<file path="src/rtl/seq_det_frame_ctrl_pkg.sv">
// Shared types for the "001" frame scheduler: frame FSM states, detector states, defaults.
// Latency: n/a (types and a pure next-state function only).
// Backpressure: n/a.
package seq_det_frame_ctrl_pkg;

  localparam int W_DEF  = 8;
  localparam int CW_DEF = 4;

  typedef enum logic [1:0] {
    IDLE   = 2'd0,
    SHIFT  = 2'd1,
    REPORT = 2'd2
  } frame_state_t;

  typedef enum logic [1:0] {
    S0 = 2'd0,
    S1 = 2'd1,
    S2 = 2'd2
  } det_state_t;

  // Next state of the "001" detector; any 1 returns to S0, zeros walk S0->S1->S2 and stay in S2.
  function automatic det_state_t det_next(input det_state_t s, input logic b);
    det_state_t n;
    case (s)
      S0:      n = b ? S0 : S1;
      S1:      n = b ? S0 : S2;
      S2:      n = b ? S0 : S2;
      default: n = S0;
    endcase
    return n;
  endfunction

endpackage

</file>
<file path="src/rtl/seq_det_frame_ctrl_if.sv">
// Producer-side word handshake into the frame scheduler (valid/ready plus carry control).
// Latency: n/a (wires only).
// Backpressure: in_ready from the slave gates acceptance of in_data/carry_en.
interface seq_det_frame_ctrl_if
  import seq_det_frame_ctrl_pkg::*;
#(
  parameter int W = W_DEF
);
  logic         in_valid;
  logic [W-1:0] in_data;
  logic         in_ready;
  logic         carry_en;

  modport master (output in_valid, output in_data, output carry_en, input in_ready);
  modport slave  (input in_valid, input in_data, input carry_en, output in_ready);

endinterface

</file>
<file path="src/rtl/seq_det_001_core.sv">
// Three-state Mealy detector for the bit pattern "001", overlapping matches allowed.
// Latency: det is combinational on inp in the same cycle; state advances on the clock edge.
// Backpressure: none; state only moves when en is high, clr forces S0.
module seq_det_001_core
  import seq_det_frame_ctrl_pkg::*;
(
  input  logic clk,
  input  logic reset,
  input  logic clr,
  input  logic en,
  input  logic inp,
  output logic det
);

  det_state_t state;
  det_state_t state_nxt;

  // Detector state register: reset/clr win over the enabled advance.
  always_ff @(posedge clk) begin
    if (reset || clr) begin
      state <= S0;
    end else if (en) begin
      state <= state_nxt;
    end
  end

  // Next state and Mealy output; a 1 arriving in S2 completes "001".
  always_comb begin
    state_nxt = det_next(state, inp);
    det       = en & inp & (state == S2);
  end

endmodule

</file>
<file path="src/rtl/seq_det_frame_ctrl.sv">
// Accepts a W-bit word, shifts it MSB-first through the "001" detector and counts hits per frame.
// Latency: W SHIFT cycles after accept, then one REPORT cycle with done; one frame per W+2 cycles.
// Backpressure: in_ready only in IDLE (and not in reset); in_valid is ignored in SHIFT/REPORT.
module seq_det_frame_ctrl
  import seq_det_frame_ctrl_pkg::*;
#(
  parameter int W  = W_DEF,
  parameter int CW = CW_DEF
) (
  input  logic                clk,
  input  logic                reset,
  seq_det_frame_ctrl_if.slave in_bus,
  output logic                bit_out,
  output logic                det_out,
  output logic [CW-1:0]       cnt_out,
  output logic                done
);

  localparam int IW = (W > 1) ? $clog2(W) : 1;

  frame_state_t  state;
  frame_state_t  state_nxt;
  logic [W-1:0]  shreg;
  logic [IW-1:0] idx;
  logic [CW-1:0] count;
  logic [CW-1:0] count_nxt;
  logic          accept;
  logic          shifting;
  logic          last_bit;

  // Frame state register; reset aborts any frame in flight without a report.
  always_ff @(posedge clk) begin
    if (reset) begin
      state <= IDLE;
    end else begin
      state <= state_nxt;
    end
  end

  // Next-state, handshake and per-cycle outputs; the count saturates instead of wrapping.
  always_comb begin
    state_nxt       = state;
    shifting        = (state == SHIFT);
    in_bus.in_ready = (state == IDLE) & ~reset;
    accept          = in_bus.in_valid & in_bus.in_ready;
    last_bit        = shifting && (idx == IW'(W - 1));
    bit_out         = shifting & shreg[W-1];
    done            = (state == REPORT);
    count_nxt       = (det_out && (count != {CW{1'b1}})) ? count + CW'(1) : count;
    case (state)
      IDLE:    if (accept) state_nxt = SHIFT;
      SHIFT:   if (last_bit) state_nxt = REPORT;
      REPORT:  state_nxt = IDLE;
      default: state_nxt = IDLE;
    endcase
  end

  // Shift register, bit index, running count and the reported count.
  always_ff @(posedge clk) begin
    if (reset) begin
      shreg   <= '0;
      idx     <= '0;
      count   <= '0;
      cnt_out <= '0;
    end else if (accept) begin
      shreg   <= in_bus.in_data;
      idx     <= '0;
      count   <= '0;
      cnt_out <= '0;
    end else if (shifting) begin
      shreg <= {shreg[W-2:0], 1'b0};
      idx   <= idx + IW'(1);
      count <= count_nxt;
      if (last_bit) begin
        cnt_out <= count_nxt;
      end
    end
  end

  // Detector keeps its state across frames unless the accepting word asks for a clean start.
  seq_det_001_core u_core (
    .clk   (clk),
    .reset (reset),
    .clr   (accept & ~in_bus.carry_en),
    .en    (shifting),
    .inp   (bit_out),
    .det   (det_out)
  );

endmodule

</file>
<file path="src/flat_wrapper.sv">
// flat-port wrapper written by rule: the top's interface ports become plain ports
module seq_det_frame_ctrl_flat import seq_det_frame_ctrl_pkg::*;
#(
  parameter int W  = W_DEF,
  parameter int CW = CW_DEF
)
  (clk, reset, bit_out, det_out, cnt_out, done, in_bus_in_valid, in_bus_in_data, in_bus_carry_en, in_bus_in_ready);
  seq_det_frame_ctrl_if #(.W(W)) in_bus_i ();
  input  logic clk;
  input  logic reset;
  output logic bit_out;
  output logic det_out;
  output logic [CW-1:0] cnt_out;
  output logic done;
  input wire logic [$bits(in_bus_i.in_valid)-1:0] in_bus_in_valid;
  input wire logic [$bits(in_bus_i.in_data)-1:0] in_bus_in_data;
  input wire logic [$bits(in_bus_i.carry_en)-1:0] in_bus_carry_en;
  output wire logic [$bits(in_bus_i.in_ready)-1:0] in_bus_in_ready;
  assign in_bus_i.in_valid = in_bus_in_valid;
  assign in_bus_i.in_data = in_bus_in_data;
  assign in_bus_i.carry_en = in_bus_carry_en;
  assign in_bus_in_ready = in_bus_i.in_ready;
  seq_det_frame_ctrl #(.W(W), .CW(CW)) u_core (.clk(clk), .reset(reset), .in_bus(in_bus_i), .bit_out(bit_out), .det_out(det_out), .cnt_out(cnt_out), .done(done));
endmodule
</file>
<file path="config.mk">
export PLATFORM = sky130hd
export DESIGN_NAME = seq_det_frame_ctrl_flat
export DESIGN_NICKNAME = d
export VERILOG_FILES = /design/src/rtl/seq_det_frame_ctrl_pkg.sv /design/src/rtl/seq_det_frame_ctrl_if.sv /design/src/rtl/seq_det_001_core.sv /design/src/rtl/seq_det_frame_ctrl.sv /design/src/flat_wrapper.sv
export SDC_FILE = /design/constraint.sdc
export NUM_CORES = 1
export LEC_CHECK = 0
export ABC_CLOCK_PERIOD_IN_PS = 1400
export CAP_MARGIN = 15
export CORE_MARGIN = 2
export CORE_UTILIZATION = 48
export CTS_BUF_LIST = sky130_fd_sc_hd__clkbuf_2
export DETAILED_ROUTE_END_ITERATION = 12
export PLACE_DENSITY_LB_ADDON = 0.05
export SLEW_MARGIN = 20
export SYNTH_ARGS = -nofsm -noshare
export SYNTH_HDL_FRONTEND = slang
export SYNTH_SLANG_ARGS = --single-unit
</file>
<file path="constraint.sdc">
create_clock -name clk -period 1.4 [get_ports clk]
set_input_delay 0.28 -clock clk [delete_from_list [all_inputs] [get_ports clk]]
set_output_delay 0.28 -clock clk [all_outputs]
set_load 0.01 [all_outputs]
</file>
==> flow_metrics.py, run 1 <==
metrics = {
    "critical_path": {
        "end_kind": "output port",
        "r2r-start": "u_core.state[0]$_SDFFE_PP0P_",
        "critPathLaunch": "u_core.u_core.state[0]$_SDFFE_PP0N_",
        "path_cells": "inv_2 -> ha_4 -> and4b_1 -> buf_2",
        "max_stage_delay_ps": 380,
        "crit_end": "det_out",
        "required_ps": 1120,
        "r2r_slack_ps": -90,
        "cpMaxStageDelayCell": "dfxtp_2",
        "critPathTopFamily": "flip-flops",
        "cp_num_cells": 4,
        "arrival_ps": 1210,
        "r2r_end": "u_core.shreg[7]$_SDFFE_PP0P_",
        "path_class": "reg2out",
        "crit_path_start_kind": "flip-flop",
        "crit_fanout": 2,
        "worst-path-buf-inv": 2,
        "reg2regPathDepth": 5,
    },
    "pwr": {
        "swShare_pct": 28.54,
        "ir_worst_vdd_uv": 597.3,
        "power_density_nw_per_um2": 758.9,
        "p_int_uw": 905.9,
        "seq_power_share_pct": 55.6,
        "leakagePower_nw": 0.6379,
        "power.share.clock_pct": 21.1,
        "pwr-share-comb_pct": 23.3,
        "p_sw_uw": 361.8,
    },
    "synthesis": {
        "synth_fp_nets": 142,
        "netlist.area_leader.share_pct": 41.58,
        "ys_warn_count": 0,
        "synth_cells": 124,
        "synth_cell_types": 35,
        "synth_area_sq_um": 1107,
        "synth_edf_count": 0,
        "ys_top_cells_by_area": "dfxtp_1 (42%), a311oi_2 (8.1%), nand2_1 (7.5%)",
        "syn_avg_cell_area_sq_um": 8.930,
        "synth-async-reset-ratio_pct": 0,
        "seq_area_frac_synth_pct": 41.58,
        "synth.most_common_cell": "dfxtp_1",
        "synth-main-ff-cell": "dfxtp_1",
        "synth_top_cells_by_count": "dfxtp_1 (23), nand2_1 (22), nor2_1 (15)",
        "synth-seq-cells": 23,
        "synth_top_cell_by_area": "dfxtp_1",
    },
    "status": {
        "failed_checks": "setup timing",
        "outcome": "complete, but fails checks",
    },
    "cells_and_area": {
        "fin_cells": 190,
        "area_delta_synth_final_pct": 50.85,
        "post-route-util_pct": 76.24,
        "layout-drive-gt1-share_pct": 50.62,
        "multi_input_area_sq_um": 792.0,
        "final_nets": 181,
        "num-fill-cells": 148,
        "finalInstanceArea_sq_um": 1670,
        "n_antenna_cell": 0,
        "regArea_sq_um": 475.5,
    },
    "worst_hold_path": {
        "hp-class": "reg2reg",
        "whs_path_depth": 2,
    },
    "clock_tree": {
        "cts_tree": "built",
        "clock_sinks": 23,
        "htree_levels": 1,
        "clk_pin_slew_ps": 230,
        "clock_path_buffers": 2,
        "clock-root-buffer": "clkbuf_2",
        "clock_latency_ps": 330,
        "cts_made_buffers": 3,
    },
    "timing": {
        "rsz0062_at_grt": "yes",
        "min_period_ps": 1494,
        "fin_worst_skew_ps": 9.013,
        "setup_viol": 20,
        "worst_slack_ps": -94.40,
        "holdWs_ps": 490.0,
        "finalCritPeriodShare_pct": 106.7,
        "timing.fmax_mhz": 669.2,
        "maxSlewHeadroom_pct": 82.65,
        "hold_viol_final": 0,
        "tightestPinTransition_ps": 258.4,
        "finalMaxSlewViolations": 0,
    },
    "floorplan": {
        "io_pins": 20,
        "coreArea_sq_um": 2191,
        "initial_core_util_pct": 50.54,
        "fp.dieArea_sq_um": 2707,
        "die_h_microns": 52.03,
        "die_w_microns": 52.03,
        "rows": 17,
    },
    "drt": {
        "drt_iter0_markers": 11,
        "vias_per_cell": 5.326,
        "wl_microns": 2537,
        "wl_per_cell_microns": 13.35,
        "antenna_left": 0,
        "drtPass1Iterations": 4,
        "drc": 0,
        "via_count": 1012,
    },
    "global_route": {
        "grt_max_degree": 19,
        "grt_pass1_vias": 1019,
        "antenna_found_initial": 0,
        "grt.overflow.total": 0,
        "grt_usage_pct": 20.27,
        "grt_pass1_wl_microns": 4119,
    },
    "placement": {
        "post-dp-hpwl_microns": 1618,
        "place_inst": 180,
        "placed_area_sq_um": 1423,
        "io_buffer_count": 19,
        "pre_cts_ws_ps": -474.7,
        "gp_congestion": 0.7202,
    },
    "job": {
        "maxCapViolations": 0,
    },
}
==> logic make-up after synthesis <==
kind of cell,synth area share [%]
adder cells (fa/ha/maj),6.779
flip-flops,41.58
AND/OR/NAND/NOR,25.43
AO/OA/AOI/OAI,17.18
multiplexers,1.808
buffers and inverters,4.858
XOR/XNOR,2.373
==> through the flow <==
| stage | power [mW] | TNS (ps) |
|---|---|---|
| after floorplan | 0.8456 | -488.1 |
| after global placement | 0.9449 | -8040 |
| after detailed placement | 0.9504 | -8300 |
| after CTS | 1.233 | -1039 |
| after global routing | 1.326 | -1977 |
| final | 1.268 | -836.0 |
==> metal layers <==
layer  vias to the layer above  wire length, microns  track usage, %
met1                       483                  1164           24.46
li1                        502                     -               -
met4                         0                    23           10.53
met3                         4                    92           3.736
met2                        23                  1256           33.97
met5                         -                     0               0
==> sequential cells by signal, summed over array words and instances (netlist names) <==
register,count
u_core.state,2
u_core.u_core.state,2
u_core.shreg,8
u_core.cnt_out,4
u_core.count,4
u_core.idx,3
==> power by group through the flow <==
stage	Sequential, mW	Combinational, mW	Clock, mW
6_report	0.705	0.295	0.267
5_1_grt	0.708	0.323	0.295
4_1_cts	0.702	0.261	0.270
3_5_place_dp	0.716	0.234	0
3_3_place_gp	0.716	0.229	0
2_1_floorplan	0.715	0.130	0
==> how the worst min path moves through the flow <==
stage | start | end
floorplan | in_bus_in_data[0] | u_core.shreg[0]$_SDFFE_PP0P_
global placement | u_core.idx[1]$_SDFFE_PP0N_ | u_core.idx[1]$_SDFFE_PP0N_
detailed placement | u_core.idx[2]$_SDFFE_PP0N_ | u_core.idx[2]$_SDFFE_PP0N_
CTS | in_bus_in_data[0] | u_core.shreg[0]$_SDFFE_PP0P_
global route | u_core.idx[1]$_SDFFE_PP0N_ | u_core.idx[1]$_SDFFE_PP0N_
finish | u_core.idx[1]$_SDFFE_PP0N_ | u_core.idx[1]$_SDFFE_PP0N_
==> placed cells by master, fill, tap and decap left out, types with 4 or more instances in the layout <==
cell type        netlist  routed
a311oi_2               6       6
dfxtp_1               23      13
nor2_2                 0       4
nand2_1               22      20
nor2_1                15       7
buf_6                  1       4
dfxtp_2                0       9
clkdlybuf4s50_1        0      11
nor2_4                 0       4
a21oi_2                0       4
dlygate4sd2_1          0       4
buf_4                  0      18
==> worst register-to-register path, stage by stage, from the launching register on <==
cell and delay (ps):
dfxtp_2 380, buf_6 120, or3b_4 390, or2_4 310, nor2_1 130, a311oi_2 60
==> final cells by class <==
type / count / area share, %
multi-input cells: 93 / 47.42
clock inverters: 1 / 0.2996
flip-flops and latches: 23 / 28.46
well taps: 28 / 2.097
inverters: 2 / 0.4494
clock buffers: 3 / 0.8989
repair buffers: 40 / 20.37
==> repair_timing <==
action	CTS	global route
cloned	1	0
buffers inserted	7	0
gates resized for setup	48	35
pin swaps	9	15
hold buffers	0	0
endpoints found under the setup margin	27	25
(Power assumes the default switching activity.)
==> inputs of run 2 (changes only) <==
- CAP_MARGIN: 15 -> default
==> results of run 2 <==
Same layout as run 1: the final DEF is identical, and so are final timing and power.
